<file path="src/rtl/lsu_pkg.sv">
// Shared definitions for the load/store bus master: funct3 access codes,
// FSM state type and the lane/extension helper functions.
package lsu_pkg;

    // funct3 access codes (loads and stores share B/H/W encodings)
    localparam logic [2:0] MEM_B  = 3'b000;
    localparam logic [2:0] MEM_H  = 3'b001;
    localparam logic [2:0] MEM_W  = 3'b010;
    localparam logic [2:0] MEM_BU = 3'b100;
    localparam logic [2:0] MEM_HU = 3'b101;

    typedef enum logic [1:0] {
        ST_IDLE   = 2'd0,
        ST_ISSUE  = 2'd1,
        ST_WAIT_R = 2'd2,
        ST_RESP   = 2'd3
    } lsu_state_e;

    // Byte enables for an access of the given size at byte offset off.
    function automatic logic [3:0] be_gen(input logic [2:0] mode, input logic [1:0] off);
        logic [3:0] be;
        case (mode[1:0])
            2'b00:   be = 4'b0001 << off;
            2'b01:   be = 4'b0011 << off;
            default: be = 4'b1111;
        endcase
        return be;
    endfunction

    // Move the addressed lane down to bit 0 and sign/zero extend it.
    function automatic logic [31:0] load_extend(input logic [2:0] mode, input logic [1:0] off,
                                                input logic [31:0] word);
        logic [31:0] sh;
        logic [31:0] res;
        sh = word >> {off, 3'b000};
        case (mode)
            MEM_B:   res = {{24{sh[7]}}, sh[7:0]};
            MEM_H:   res = {{16{sh[15]}}, sh[15:0]};
            MEM_BU:  res = {24'd0, sh[7:0]};
            MEM_HU:  res = {16'd0, sh[15:0]};
            default: res = sh;
        endcase
        return res;
    endfunction

    // Illegal funct3 for the direction, or an address not aligned to the size.
    function automatic logic access_err(input logic we, input logic [2:0] mode, input logic [1:0] off);
        logic illegal;
        logic misaligned;
        illegal    = (mode == 3'b011) || (mode[2:1] == 2'b11) || (mode[2] && we);
        misaligned = ((mode[1:0] == 2'b01) && off[0]) || ((mode[1:0] == 2'b10) && (off != 2'b00));
        return illegal || misaligned;
    endfunction

endpackage

</file>
<file path="src/rtl/lsu_bus_master_align.sv">
// Combinational lane logic: byte enables, store data shift, access error
// check for the incoming request, and load data extraction for the
// captured access.
module lsu_align
    import lsu_pkg::*;
(
    input  logic        req_we_i,
    input  logic [2:0]  req_mode_i,
    input  logic [1:0]  req_off_i,
    input  logic [31:0] req_wdata_i,
    input  logic [2:0]  ld_mode_i,
    input  logic [1:0]  ld_off_i,
    input  logic [31:0] ld_word_i,
    output logic [3:0]  be_o,
    output logic [31:0] wdata_o,
    output logic        err_o,
    output logic [31:0] ld_data_o
);

    // Request-side fields are derived from the live request; load data uses
    // the mode/offset captured at accept time.
    always_comb begin
        be_o      = be_gen(req_mode_i, req_off_i);
        wdata_o   = req_wdata_i << {req_off_i, 3'b000};
        err_o     = access_err(req_we_i, req_mode_i, req_off_i);
        ld_data_o = load_extend(ld_mode_i, ld_off_i, ld_word_i);
    end

endmodule

</file>
<file path="src/rtl/lsu_bus_master.sv">
// Load/store bus master: accepts one core access at a time, issues it on a
// valid/ready memory channel, waits for read data and returns a one-cycle
// response. A timeout counter aborts accesses that memory never completes.
module lsu_bus_master
    import lsu_pkg::*;
#(
    parameter int unsigned TIMEOUT_CYCLES = 255
) (
    input  logic        clk_i,
    input  logic        rst_ni,
    input  logic        req_valid_i,
    output logic        req_ready_o,
    input  logic        req_we_i,
    input  logic [2:0]  req_mode_i,
    input  logic [31:0] req_addr_i,
    input  logic [31:0] req_wdata_i,
    output logic        resp_valid_o,
    output logic [31:0] resp_rdata_o,
    output logic        resp_err_o,
    output logic        mem_valid_o,
    input  logic        mem_ready_i,
    output logic        mem_we_o,
    output logic [3:0]  mem_be_o,
    output logic [31:0] mem_addr_o,
    output logic [31:0] mem_wdata_o,
    input  logic        mem_rvalid_i,
    input  logic [31:0] mem_rdata_i
);

    localparam int unsigned CNT_W = ($clog2(TIMEOUT_CYCLES) > 8) ? $clog2(TIMEOUT_CYCLES) : 8;
    localparam logic [CNT_W-1:0] CNT_LAST = CNT_W'(TIMEOUT_CYCLES - 1);

    lsu_state_e       state_q;
    logic [2:0]       mode_q;
    logic [1:0]       off_q;
    logic [CNT_W-1:0] cnt_q;
    logic             req_ready_q;
    logic             resp_valid_q;
    logic [31:0]      resp_rdata_q;
    logic             resp_err_q;
    logic             mem_valid_q;
    logic             mem_we_q;
    logic [3:0]       mem_be_q;
    logic [31:0]      mem_addr_q;
    logic [31:0]      mem_wdata_q;

    logic [3:0]       acc_be;
    logic [31:0]      acc_wdata;
    logic             acc_err;
    logic [31:0]      ld_data;
    logic             cnt_expired;

    lsu_align u_align (
        .req_we_i    (req_we_i),
        .req_mode_i  (req_mode_i),
        .req_off_i   (req_addr_i[1:0]),
        .req_wdata_i (req_wdata_i),
        .ld_mode_i   (mode_q),
        .ld_off_i    (off_q),
        .ld_word_i   (mem_rdata_i),
        .be_o        (acc_be),
        .wdata_o     (acc_wdata),
        .err_o       (acc_err),
        .ld_data_o   (ld_data)
    );

    assign cnt_expired = (cnt_q == CNT_LAST);

    // Transaction FSM with all outputs registered; the timeout counter runs
    // from ISSUE entry through WAIT_R without restarting.
    always_ff @(posedge clk_i or negedge rst_ni) begin
        if (!rst_ni) begin
            state_q      <= ST_IDLE;
            mode_q       <= '0;
            off_q        <= '0;
            cnt_q        <= '0;
            req_ready_q  <= 1'b1;
            resp_valid_q <= 1'b0;
            resp_rdata_q <= '0;
            resp_err_q   <= 1'b0;
            mem_valid_q  <= 1'b0;
            mem_we_q     <= 1'b0;
            mem_be_q     <= '0;
            mem_addr_q   <= '0;
            mem_wdata_q  <= '0;
        end else begin
            case (state_q)
                ST_IDLE: begin
                    if (req_valid_i) begin
                        mode_q      <= req_mode_i;
                        off_q       <= req_addr_i[1:0];
                        mem_we_q    <= req_we_i;
                        mem_be_q    <= acc_be;
                        mem_addr_q  <= {req_addr_i[31:2], 2'b00};
                        mem_wdata_q <= acc_wdata;
                        req_ready_q <= 1'b0;
                        if (acc_err) begin
                            state_q      <= ST_RESP;
                            resp_valid_q <= 1'b1;
                            resp_err_q   <= 1'b1;
                            resp_rdata_q <= '0;
                        end else begin
                            state_q     <= ST_ISSUE;
                            mem_valid_q <= 1'b1;
                            cnt_q       <= '0;
                        end
                    end
                end
                ST_ISSUE: begin
                    cnt_q <= cnt_q + 1'b1;
                    if (mem_ready_i) begin
                        mem_valid_q <= 1'b0;
                        if (mem_we_q) begin
                            state_q      <= ST_RESP;
                            resp_valid_q <= 1'b1;
                            resp_err_q   <= 1'b0;
                            resp_rdata_q <= '0;
                        end else begin
                            state_q <= ST_WAIT_R;
                        end
                    end else if (cnt_expired) begin
                        mem_valid_q  <= 1'b0;
                        state_q      <= ST_RESP;
                        resp_valid_q <= 1'b1;
                        resp_err_q   <= 1'b1;
                        resp_rdata_q <= '0;
                    end
                end
                ST_WAIT_R: begin
                    cnt_q <= cnt_q + 1'b1;
                    if (mem_rvalid_i) begin
                        state_q      <= ST_RESP;
                        resp_valid_q <= 1'b1;
                        resp_err_q   <= 1'b0;
                        resp_rdata_q <= ld_data;
                    end else if (cnt_expired) begin
                        state_q      <= ST_RESP;
                        resp_valid_q <= 1'b1;
                        resp_err_q   <= 1'b1;
                        resp_rdata_q <= '0;
                    end
                end
                ST_RESP: begin
                    state_q      <= ST_IDLE;
                    resp_valid_q <= 1'b0;
                    resp_err_q   <= 1'b0;
                    resp_rdata_q <= '0;
                    req_ready_q  <= 1'b1;
                end
                default: state_q <= ST_IDLE;
            endcase
        end
    end

    assign req_ready_o  = req_ready_q;
    assign resp_valid_o = resp_valid_q;
    assign resp_rdata_o = resp_rdata_q;
    assign resp_err_o   = resp_err_q;
    assign mem_valid_o  = mem_valid_q;
    assign mem_we_o     = mem_we_q;
    assign mem_be_o     = mem_be_q;
    assign mem_addr_o   = mem_addr_q;
    assign mem_wdata_o  = mem_wdata_q;

endmodule

</file>
<file path="config.mk">
export PLATFORM = sky130hd
export DESIGN_NAME = lsu_bus_master
export DESIGN_NICKNAME = d
export VERILOG_FILES = /design/src/rtl/lsu_pkg.sv /design/src/rtl/lsu_bus_master_align.sv /design/src/rtl/lsu_bus_master.sv
export SDC_FILE = /design/constraint.sdc
export NUM_CORES = 1
export LEC_CHECK = 0
export CORE_MARGIN = 1
export CORE_UTILIZATION = 25
export DETAILED_ROUTE_END_ITERATION = 10
export PLACE_DENSITY = 0.54
export SYNTH_ARGS = -nofsm -noshare
export SYNTH_HDL_FRONTEND = slang
export SYNTH_SLANG_ARGS = --single-unit
</file>
<file path="constraint.sdc">
create_clock -name clk_i -period 4 [get_ports clk_i]
set_input_delay 0.6 -clock clk_i [delete_from_list [all_inputs] [get_ports clk_i]]
set_output_delay 0.6 -clock clk_i [all_outputs]
set_load 0.02 [all_outputs]
</file>
==> flow_metrics.env <==
export IMPL_power_mw=7.117
export IMPL_post_route_min_period_ns=2.676
export IMPL_port_buffers=207
export IMPL_cp_max_fo=23
export IMPL_netlist_cell_type_count=53
export IMPL_yosys_warnings=0
export IMPL_fin_skew_ns=0.01128
export IMPL_grt_use_total=0.1562
export IMPL_yosysSeqAreaShare=0.4979
export IMPL_dp_slack_ns=0.8755
export IMPL_layout_common_cells="205 x clkdlybuf4s50_1, 117 x dfrtp_1, 49 x mux2_2"
export IMPL_post_route_period_util=0.6689
export IMPL_cts_buffers_inserted=17
export IMPL_avgViaCountPerCell=4.560
export IMPL_p_leak_nw=3.647
export IMPL_max_cap_violations=0
export IMPL_cp_end_kind="flop"
export IMPL_grt_start_max_net_pins=67
export IMPL_route_detailed_drc=0
export IMPL_synth_area_sq_um=5933
export IMPL_synth_seq_cells=118
export IMPL_grt_pass1_vias=5053
export IMPL_rsz0062_at_grt="no"
export IMPL_design_core_area_sq_um=23400
export IMPL_drive_above_1_share=0.1484
export IMPL_outcome="finished, final reports clean"
export IMPL_clock_path_buffers=2
export IMPL_synth_main_ff_cell="dfrtp_1"
export IMPL_reg2reg_to="resp_rdata_o[21]"
export IMPL_drtIter0Drc=203
export IMPL_cts_resized=0
export IMPL_die_w_um=156.1
export IMPL_cp_required_ns=4.32
export IMPL_wl_per_cell_um=17.50
export IMPL_wirelength_um=18670
export IMPL_io_pins=210
export IMPL_clockRootBuffer="clkbuf_16"
export IMPL_path_class="flop to flop"
export IMPL_multi_input_area_sq_um=2769
export IMPL_worst_slack_ns=1.324
export IMPL_clock_sinks=118
export IMPL_layout_commonest_cell="clkdlybuf4s50_1"
export IMPL_rows=56
export IMPL_h_tree_depth=4
export IMPL_fin_util=0.3827
export IMPL_maxSlewHeadroom=0.2591
export IMPL_synth_edf_count=0
export IMPL_finalHoldViolations=0
export IMPL_syn_inst=538
export IMPL_drt_first_pass_iters=6
export IMPL_hold_path_class="input pin to asynchronous set/reset pin"
export IMPL_setup_viol=0
export IMPL_grt_overflow_total=0
export IMPL_place_congestion=0.7614
export IMPL_antenna_found_initial=0
export IMPL_hpwl_um=13250
export IMPL_timing_final_max_slew_violations=0
export IMPL_pwr_density_cell_nw_per_um2=794.7
export IMPL_crit_arrival_ns=2.99
export IMPL_worst_slew_pin_slew_ns=1.107
export IMPL_die_h_um=156.1
export IMPL_clock_fmax_ghz=0.3737
export IMPL_rrSetupSlack_ns=1.32
export IMPL_start_util=0.2535
export IMPL_postCtsSetupBuffers=0
export IMPL_fin_nets=846
export IMPL_cts_tree="yes"
export IMPL_async_flop_share=1.000
export IMPL_ctsHoldBuffers=0
export IMPL_area_growth_pct=50.95
export IMPL_regArea_sq_um=2954
export IMPL_fillers=2331
export IMPL_vdd_ir_drop_max_v=0.0003208
export IMPL_die_area_sq_um=24350
export IMPL_reg2reg_depth=6
export IMPL_antenna_cells=0
export IMPL_clock_latency_ns=0.42
export IMPL_critPathLaunchType="flop"
export IMPL_grt_pass1_wl_um=29060
export IMPL_r2r_start="state_q[1]"
export IMPL_synth_area_per_cell_sq_um=11.03
export IMPL_vias=4866
export IMPL_finalSetupTns_ns=0
export IMPL_path_clk_slew_ns=0.06
export IMPL_ant_nets=0
metal layers:
metal / up-vias / routed length, um / share of wire / GRT usage
met2: 140 / 8542 / 0.46 / 0.2415
li1: 2366 / - / - / -
met5: - / 0 / 0 / 0
met3: 8 / 1318 / 0.071 / 0.05667
met1: 2352 / 8696 / 0.47 / 0.2057
met4: 0 / 116 / 0.0062 / 0.03782
where the power goes:
part           internal [mW]  switching (mW)
registers               1.70           0.374
logic                   1.56            1.77
clock network           1.12           0.588
flip-flops by register name, summed over array words and instances, names as in the netlist:
name,flops
state_q,2
off_q,2
cnt_q,8
resp_rdata_o,32
mem_addr_o,30
mode_q,3
req_ready_o,1
resp_valid_o,1
mem_valid_o,1
resp_err_o,1
mem_we_o,1
mem_wdata_o,32
mem_be_o,4
worst max path at each step:
stage	from	cells after the start	slack, ns	to
final	state_q[1]	6	1.32	resp_rdata_o[21]
after global routing	state_q[0]	6	1.11	cnt_q[7]
after CTS	req_mode_i[0]	5	1.27	resp_rdata_o[21]
after detailed placement	req_mode_i[0]	5	0.88	resp_rdata_o[21]
after global placement	req_mode_i[0]	5	0.94	resp_rdata_o[18]
after floorplan	state_q[1]	8	1.91	resp_rdata_o[29]
stage by stage:
step / hold WS, ns / std cells / area (sq um)
finish: 0.2286 / 1067 / 8956
global route: 0.2756 / 1067 / 8956
CTS: 0.2457 / 1067 / 8956
detailed placement: 0.4728 / 1035 / 8309
floorplan: 0.3044 / 539 / 5937
global placement: 0.4569 / 1035 / 8309
area by class of cell:
type                    count  share of cell area
well taps                 319             0.04457
flip-flops and latches    118              0.3298
clock buffers              20             0.04987
repair buffers            215              0.2400
multi-input cells         373              0.3092
inverters                  10            0.004191
clock inverters            12             0.02235
cells in the mapped netlist (11+ instances only):
master | number | area share
dfrtp_1 | 117 | 0.49
mux2_2 | 49 | 0.093
o21ai_0 | 46 | 0.039
nand2_1 | 42 | 0.027
a21oi_1 | 36 | 0.030
mux2i_1 | 34 | 0.057
nor2_1 | 30 | 0.019
a22o_1 | 18 | 0.027
clkbuf_1 | 18 | 0.011
o2bb2ai_1 | 13 | 0.019
a22oi_1 | 11 | 0.014
nor2b_1 | 11 | 0.012
cell families after synthesis:
family,count (synthesis),synth area share
simple gates,111,0.08857
flops,118,0.4979
fa+ha+maj,6,0.01265
other cells,1,0.0006320
buf+inv,48,0.03922
compound gates,168,0.2012
mux,86,0.1598
worst max-delay path, cell delays in order (launching register included):
cell and delay (ns):
dfrtp_1 0.42, inv_1 0.08, ha_1 0.40, nor2b_4 0.22
or4_4 0.53, or2_1 0.60, o2bb2ai_1 0.31
(Power assumes the default switching activity.)
